### config.mk
export PLATFORM = sky130hd
export DESIGN_NAME = flopenr_pipe
export DESIGN_NICKNAME = d
export VERILOG_FILES = /design/src/rtl/flopenr_pipe.sv
export SDC_FILE = /design/constraint.sdc
export NUM_CORES = 1
export LEC_CHECK = 0
export CELL_PAD_IN_SITES_DETAIL_PLACEMENT = 1
export CELL_PAD_IN_SITES_GLOBAL_PLACEMENT = 1
export CORE_ASPECT_RATIO = 1.1
export CORE_MARGIN = 3
export CORE_UTILIZATION = 32
export DETAILED_ROUTE_END_ITERATION = 8
export HOLD_SLACK_MARGIN = 0.1
export PLACE_DENSITY_LB_ADDON = 0.1
export SLEW_MARGIN = 15
export SYNTH_ARGS = -nofsm -noshare
export SYNTH_HDL_FRONTEND = slang
export SYNTH_SLANG_ARGS = --single-unit
export TNS_END_PERCENT = 5
### constraint.sdc
create_clock -name clk -period 1.5 [get_ports clk]
set_clock_uncertainty 0.1 [all_clocks]
set_input_delay 0.3 -clock clk [delete_from_list [all_inputs] [get_ports clk]]
set_output_delay 0.3 -clock clk [all_outputs]
set_load 0.05 [all_outputs]
### src/rtl/flopenr_pipe.sv
// flopenr_pipe: DEPTH-stage enabled register chain with per-stage valid bits,
// bubble collapse, back-pressure and synchronous flush. Define PIPE_OCC_EN for the occ counter.
module flopenr_pipe #(
   parameter int WIDTH = 8,
   parameter int DEPTH = 2,
   parameter logic [WIDTH-1:0] RESET_VAL = '0
) (
   input  logic             clk,
   input  logic             reset,
   input  logic             flush,
   input  logic             in_valid,
   input  logic [WIDTH-1:0] in_data,
   output logic             in_ready,
   output logic             out_valid,
   output logic [WIDTH-1:0] out_data,
   input  logic             out_ready
`ifdef PIPE_OCC_EN
   ,
   output logic [$clog2(DEPTH+1)-1:0] occ
`endif
);

   // Handshake: a word moves across a boundary on a cycle where valid & ready are both 1;
   // valid never waits on ready, and a producer holds data steady while valid & !ready.
   logic [DEPTH-1:0] v;
   logic [DEPTH-1:0] rdy;
   logic [DEPTH-1:0] src_v;
   logic [WIDTH-1:0] d     [DEPTH];
   logic [WIDTH-1:0] src_d [DEPTH];
   logic             acc;

   // A stage is ready when it or any stage downstream of it has room, or the sink drains.
   always_comb begin
      rdy = '0;
      acc = out_ready;
      for (int i = DEPTH - 1; i >= 0; i--) begin
         acc    = acc | ~v[i];
         rdy[i] = acc;
      end
   end

   always_comb begin
      src_v[0] = in_valid;
      src_d[0] = in_data;
      for (int i = 1; i < DEPTH; i++) begin
         src_v[i] = v[i-1];
         src_d[i] = d[i-1];
      end
   end

   assign in_ready  = rdy[0] & ~flush;
   assign out_valid = v[DEPTH-1];
   assign out_data  = d[DEPTH-1];

   always_ff @(posedge clk or negedge reset) begin
      if (!reset) begin
         v <= '0;
      end else if (flush) begin
         v <= '0;
      end else begin
         for (int i = 0; i < DEPTH; i++) begin
            if (rdy[i]) v[i] <= src_v[i];
         end
      end
   end

   // Data only loads on a valid transfer so bubbles leave the retained word untouched.
   always_ff @(posedge clk or negedge reset) begin
      if (!reset) begin
         for (int i = 0; i < DEPTH; i++) d[i] <= RESET_VAL;
      end else if (!flush) begin
         for (int i = 0; i < DEPTH; i++) begin
            if (rdy[i] && src_v[i]) d[i] <= src_d[i];
         end
      end
   end

`ifdef PIPE_OCC_EN
   localparam int OW = $clog2(DEPTH + 1);
   logic in_x;
   logic out_x;

   assign in_x  = in_valid & in_ready;
   assign out_x = out_valid & out_ready;

   always_ff @(posedge clk or negedge reset) begin
      if (!reset) begin
         occ <= '0;
      end else if (flush) begin
         occ <= '0;
      end else if (in_x && !out_x) begin
         occ <= occ + OW'(1);
      end else if (!in_x && out_x) begin
         occ <= occ - OW'(1);
      end
   end
`endif

endmodule
==> flow_summary.ini, run 1 <==
[run_status]
outcome = finished with violations
violations = setup timing

[place]
dp.final_hpwl_mm = 1.12
gp_congestion = 0.640
portBuffers = 22
dp_slack_ps = -549

[routing]
drtPass1Iterations = 1
wl_per_cell_um = 13.6
ant_nets = 0
wl_mm = 1.47
via_per_inst = 4.23
drc = 0
drtIter0Drc = 0
num_vias = 457

[die]
die_x_um = 53.2
die_area_um2 = 3080
io_pins = 23
coreArea_um2 = 2300
fp.dieH_um = 57.9
rows = 18
start_util = 0.341

[power]
internal-power_w = 0.00114
seqPwrFrac = 0.393
p_leak_nw = 0.560
power_density_nw_per_um2 = 1430
p_clk_frac = 0.175
p_sw_w = 0.000581
power_w = 0.00173
p_sw_frac = 0.337
ir_worst_vdd_mv = 0.865
combPwrFrac = 0.432

[yosys]
dominantRegCellSynth = dfrtp_1
synthTopCellsByArea = dfrtp_1, mux2_4, mux2_2, buf_4, buf_6
async_flop_share = 1.00
synthCells = 52
ys_seq_area_frac = 0.575
syn_area_per_cell_um2 = 15.1
synth_top_area_cell = dfrtp_1
yosys.area_share.simple = 0.0543
synth_fp_nets = 65
synth.mux.area_fraction = 0.268
ys_ff_latch = 18
synth_top_cells_by_count = dfrtp_1, buf_4, mux2_2, mux2_4, nor2_1
yosysUniqueCellTypes = 12
synth_edf_count = 0
synth_most_common_cell = dfrtp_1
synth_fa_ha_area_frac = 0
synth_xor_area_frac = 0
synth_warnings = 0
synth.top_cell.area_share = 0.575
netlist_area_um2 = 783
synth_top_family_by_area = multiplexers
synth_compound_area_frac = 0.00639

[critical_path]
reg2reg_depth = 4
worstReg2RegEnd = d[15]$_DFFE_PN0P_
max_stage_delay_ps = 410
regToRegSetupSlack_ps = -170
arrival_ps = 1290
worstReg2RegStart = v[0]$_DFFE_PN0P_
cp.required_ps = 1100
critPathMaxFanout = 2
crit_slowest_cell = dfrtp_1
critical_path_class = reg -> out
worstPathCellList = and3b_2 > buf_6 > nor2_4 > buf_12
critPathCaptureType = primary output
critPathLaunchType = flop

[cts]
cts.clk_slew.worst_paths_ps = 110
htree_levels = 1
clock-root-buffer = clkbuf_4
cts_made_buffers = 3
clk_latency_ps = 290
tritoncts = built
cts_buffer_depth = 2
hold_buffers = 0
clock-sinks = 18

[grt]
first_global_vias = 507
grt_pass1_wl_mm = 2.46
antenna_found_initial = 0
grt_usage = 0.114
grt_max_degree = 19
grt.overflow.total = 0

[cells_and_area]
drive_gt1_frac = 0.551
seq_area_um2 = 452
fillCellCount = 242
multi_input_area_um2 = 274
finalNetCount = 92
syn2layout_area_growth_pct = 53.8
n_antenna_cell = 0

[timing]
worst_pin_slew_ps = 229
final-hold-violation-count = 0
min_period_over_period = 1.12
finalMaxSlewViolations = 0
post-route-min-period_ps = 1690
finalWorstSetupSlack_ps = -186
max_freq_mhz = 593
rsz0062_at_grt = yes
finalSetupViolCount = 9
maxSlewHeadroom = 0.848

[hold_path]
hp-class = in -> async

[flow_run]
cap_viol_max_count = 0
## critical path: cells and delay by family, from the launching register on
family        cells  cell delay [ps]
flops             1              410
simple gates      2              320
buf+inv           2              260
## worst max-delay path by stage
stage                                 from           endpoint  slack (ps)  cells after the start
final                     v[0]$_DFFE_PN0P_           in_ready        -190                      4
after detailed placement         out_ready  d[13]$_DFFE_PN0P_        -550                      5
after CTS                 v[1]$_DFFE_PN0P_           in_ready        -190                      4
after global placement           out_ready   d[8]$_DFFE_PN0P_        -490                      5
after floorplan           v[1]$_DFFE_PN0P_  d[10]$_DFFE_PN0P_        -250                      4
after global routing      v[0]$_DFFE_PN0P_           in_ready        -250                      4
## cell type report
cell class	instances	share of cell area
sequential	18	0.375
timing repair buffer	31	0.333
multi-input combinational	24	0.227
tap	30	0.0312
clock buffer	4	0.0301
inverter	1	0.00312
## metal layers
layer / up-vias / global-route usage / routed length, um
li1: 222 / - / -
met1: 220 / 0.133 / 584
met2: 15 / 0.191 / 782
met3: 0 / 0.0283 / 101
met4: 0 / 0.0547 / 0
met5: - / 0 / 0
## cell families after synthesis
| logic type | Yosys count |
|---|---|
| flip-flops | 18 |
| multiplexers | 16 |
| buffers and inverters | 10 |
| AND/OR/NAND/NOR | 7 |
| AO/OA/AOI/OAI | 1 |
## state kept, by name (all words and copies together) (netlist names)
name	cells
out_data	8
v	2
d	8
## cell usage in the layout (no fill, tap or decap), types with 2 or more instances in the layout
cell	instances
nor2_1	2
dfrtp_1	17
buf_12	10
mux2_2	8
clkbuf_4	3
buf_6	4
clkdlybuf4s50_1	11
buf_4	5
mux2_4	8
## power groups by stage
stage | logic (W) | clock network [W] | registers [W]
finish | 0.000745 | 0.000302 | 0.000678
global route | 0.000774 | 0.000338 | 0.000697
CTS | 0.000748 | 0.000312 | 0.000681
detailed placement | 0.000743 | 0 | 0.000690
global placement | 0.000735 | 0 | 0.000686
floorplan | 0.000481 | 0 | 0.000639
## stage by stage
stage	setup TNS, ps	instance area, um2	hold WS, ps	utilization	cells
6_report	-1510	1200	222	0.525	108
5_1_grt	-2010	1200	242	0.525	108
4_1_cts	-1330	1180	230	0.514	107
3_5_place_dp	-6580	1130	392	0.490	102
3_3_place_gp	-6020	1130	395	0.490	102
2_1_floorplan	-2050	787	-95.6	-	52
## what timing repair did
item | CTS | global route
cloned | 0 | 0
setup buffers | 1 | 1
pin swaps | 2 | 3
resized for setup | 4 | 4
endpoints found under the setup margin | 9 | 9
No activity file was read; power rests on OpenSTA's default activity.
==> inputs of run 2 (changes only) <==
--- a/config.mk
+++ b/config.mk
@@ -9,7 +9,7 @@
 export CELL_PAD_IN_SITES_GLOBAL_PLACEMENT = 1
 export CORE_ASPECT_RATIO = 1.1
 export CORE_MARGIN = 3
-export CORE_UTILIZATION = 32
+export CORE_UTILIZATION = 36
 export DETAILED_ROUTE_END_ITERATION = 8
 export HOLD_SLACK_MARGIN = 0.1
 export PLACE_DENSITY_LB_ADDON = 0.1
==> constraint.sdc (replaced) <==
create_clock -name clk -period 1.9 [get_ports clk]
set_clock_uncertainty 0.1 [all_clocks]
set_input_delay 0.38 -clock clk [delete_from_list [all_inputs] [get_ports clk]]
set_output_delay 0.38 -clock clk [all_outputs]
set_load 0.05 [all_outputs]
==> run 2 against run 1 <==
The flow now finishes without violations. Final cell count fell by 5.6%. Register-to-register slack improved by 360 ps. Via count fell by 2.0%. Count of clock-buffer cells in the layout did not move. Routed wire length fell by 11%. Largest cell class unchanged. Core utilization fell by 1.1 points. Total power fell by 31%. Worst setup slack improved by 250 ps. Sequential share of layout area rose by 5.5 points. Sequential power fell by 26%. Worst hold slack improved by 85 ps. Critical path depth rose by 1. Largest power group is now sequential cells.
==> flow_summary.ini, run 2 (same netlist as run 1, synthesis figures left out) <==
[routing]
via_per_inst = 4.39
wl_mm = 1.30
drc = 0
drtPass1Iterations = 1
drtIter0Drc = 0
wl_per_cell_um = 12.8
ant_nets = 0
num_vias = 448

[cts]
cts_buffer_depth = 2
clk_latency_ps = 290
cts_setup_buffers = 0
cts_made_buffers = 3
clock-root-buffer = clkbuf_4
cts.clk_slew.worst_paths_ps = 110
tritoncts = built
clock-sinks = 18
htree_levels = 1
hold_buffers = 0

[place]
placed_area_um2 = 1010
placedCellCount = 99
portBuffers = 22
gp_congestion = 0.702
dp.final_hpwl_um = 998
dp_slack_ps = -200

[timing]
max_freq_mhz = 545
min_period_over_period = 0.966
finalMaxSlewViolations = 0
rsz0062_at_grt = no
finalSetupViolCount = 0
post-route-min-period_ps = 1840
maxSlewHeadroom = 0.846
worst_pin_slew_ps = 230
whs_ps = 307
final-hold-violation-count = 0
finalWorstSetupSlack_ps = 64.5

[die]
rows = 17
coreArea_um2 = 2040
fp.dieH_um = 54.9
die_area_um2 = 2770
io_pins = 23
start_util = 0.384
die_x_um = 50.5

[critical_path]
critical_path_class = in -> reg
cp.required_ps = 1980
critPathLaunchType = input port
critPathMaxFanout = 6
arrival_ps = 1920
critPathCaptureType = flop

[grt]
grt_usage = 0.109
first_global_vias = 464
grt_max_degree = 19
antenna_found_initial = 0
grt_pass1_wl_mm = 2.18
grt.overflow.total = 0

[flow_run]
cap_viol_max_count = 0

[cells_and_area]
final_common_cell = dfrtp_1
most-common-layout-cells = dfrtp_1, buf_4, clkdlybuf4s50_1
drive_gt1_frac = 0.486
finalNetCount = 88
n_antenna_cell = 0
stdcell_count = 102
final_area_um2 = 1050
syn2layout_area_growth_pct = 33.9

[run_status]
outcome = finished clean

[power]
power_density_nw_per_um2 = 1130
power_w = 0.00119
p_leak_nw = 0.498
ir_worst_vdd_mv = 0.454

[hold_path]
hp-class = in -> async
run 2: cell types whose count changed in the layout (fill, tap and decap cells not counted), sizes merged:
cell,change
buf,-4
clkdlybuf4s50,+1
dlygate4sd2,-1
run 2: final timing paths:
kind                                         startpoint                      end  depth (start not counted)  slack, ps
worst max-delay path                          out_ready        d[13]$_DFFE_PN0P_                          5         60
worst min-delay path                              reset        d[14]$_DFFE_PN0P_                          2        310
worst max register to register         v[0]$_DFFE_PN0P_        d[13]$_DFFE_PN0P_                          4        190
worst min register to register  out_data[6]$_DFFE_PN0P_  out_data[6]$_DFFE_PN0P_                          1        410
max in group asynchronous                         reset  out_data[3]$_DFFE_PN0P_                          2       1200
min in group clk                out_data[6]$_DFFE_PN0P_  out_data[6]$_DFFE_PN0P_                          1        410
run 2: area by class of cell:
| type | instances | area [um2] |
|---|---|---|
| tap | 28 | 35.0 |
| multi-input combinational | 24 | 265 |
| clock buffer | 4 | 36.3 |
| timing repair buffer | 27 | 258 |
| fill | 219 | 993 |
| sequential | 18 | 450 |
| inverter | 1 | 3.75 |
run 2: power breakdown:
part | total (W) | switching, W | internal [W] | leakage [nW]
sequential | 0.000504 | 0.0000400 | 0.000464 | 0.216
combinational | 0.000445 | 0.000262 | 0.000183 | 0.262
clock | 0.000237 | 0.000121 | 0.000117 | 0.0210
total | 0.00119 | 0.000423 | 0.000764 | 0.498
run 2: routing by layer:
metal,global-route usage,routed length (um)
met3,0.0322,79
met5,0,0
met4,0.0404,0
met2,0.191,644
met1,0.129,579
run 2: timing repair:
item,4_1_cts,5_1_grt
endpoints found under the hold margin,0,0
resized for setup,1,0
endpoints found under the setup margin,1,1
pin swaps,0,1
run 2: critical path, cell delays in order:
cell and delay (ps):
clkdlybuf4s50_1 460, and3b_1 220, or3b_1 380, buf_4 190
mux2_4 290
run 2: through the flow:
| stage | TNS (ps) | utilization |
|---|---|---|
| after global placement | -1410 | 0.497 |
| final | 0 | 0.513 |
| after detailed placement | -1510 | 0.497 |
| after global routing | 0 | 0.513 |
| after CTS | 0 | 0.517 |
| after floorplan | 0 | - |
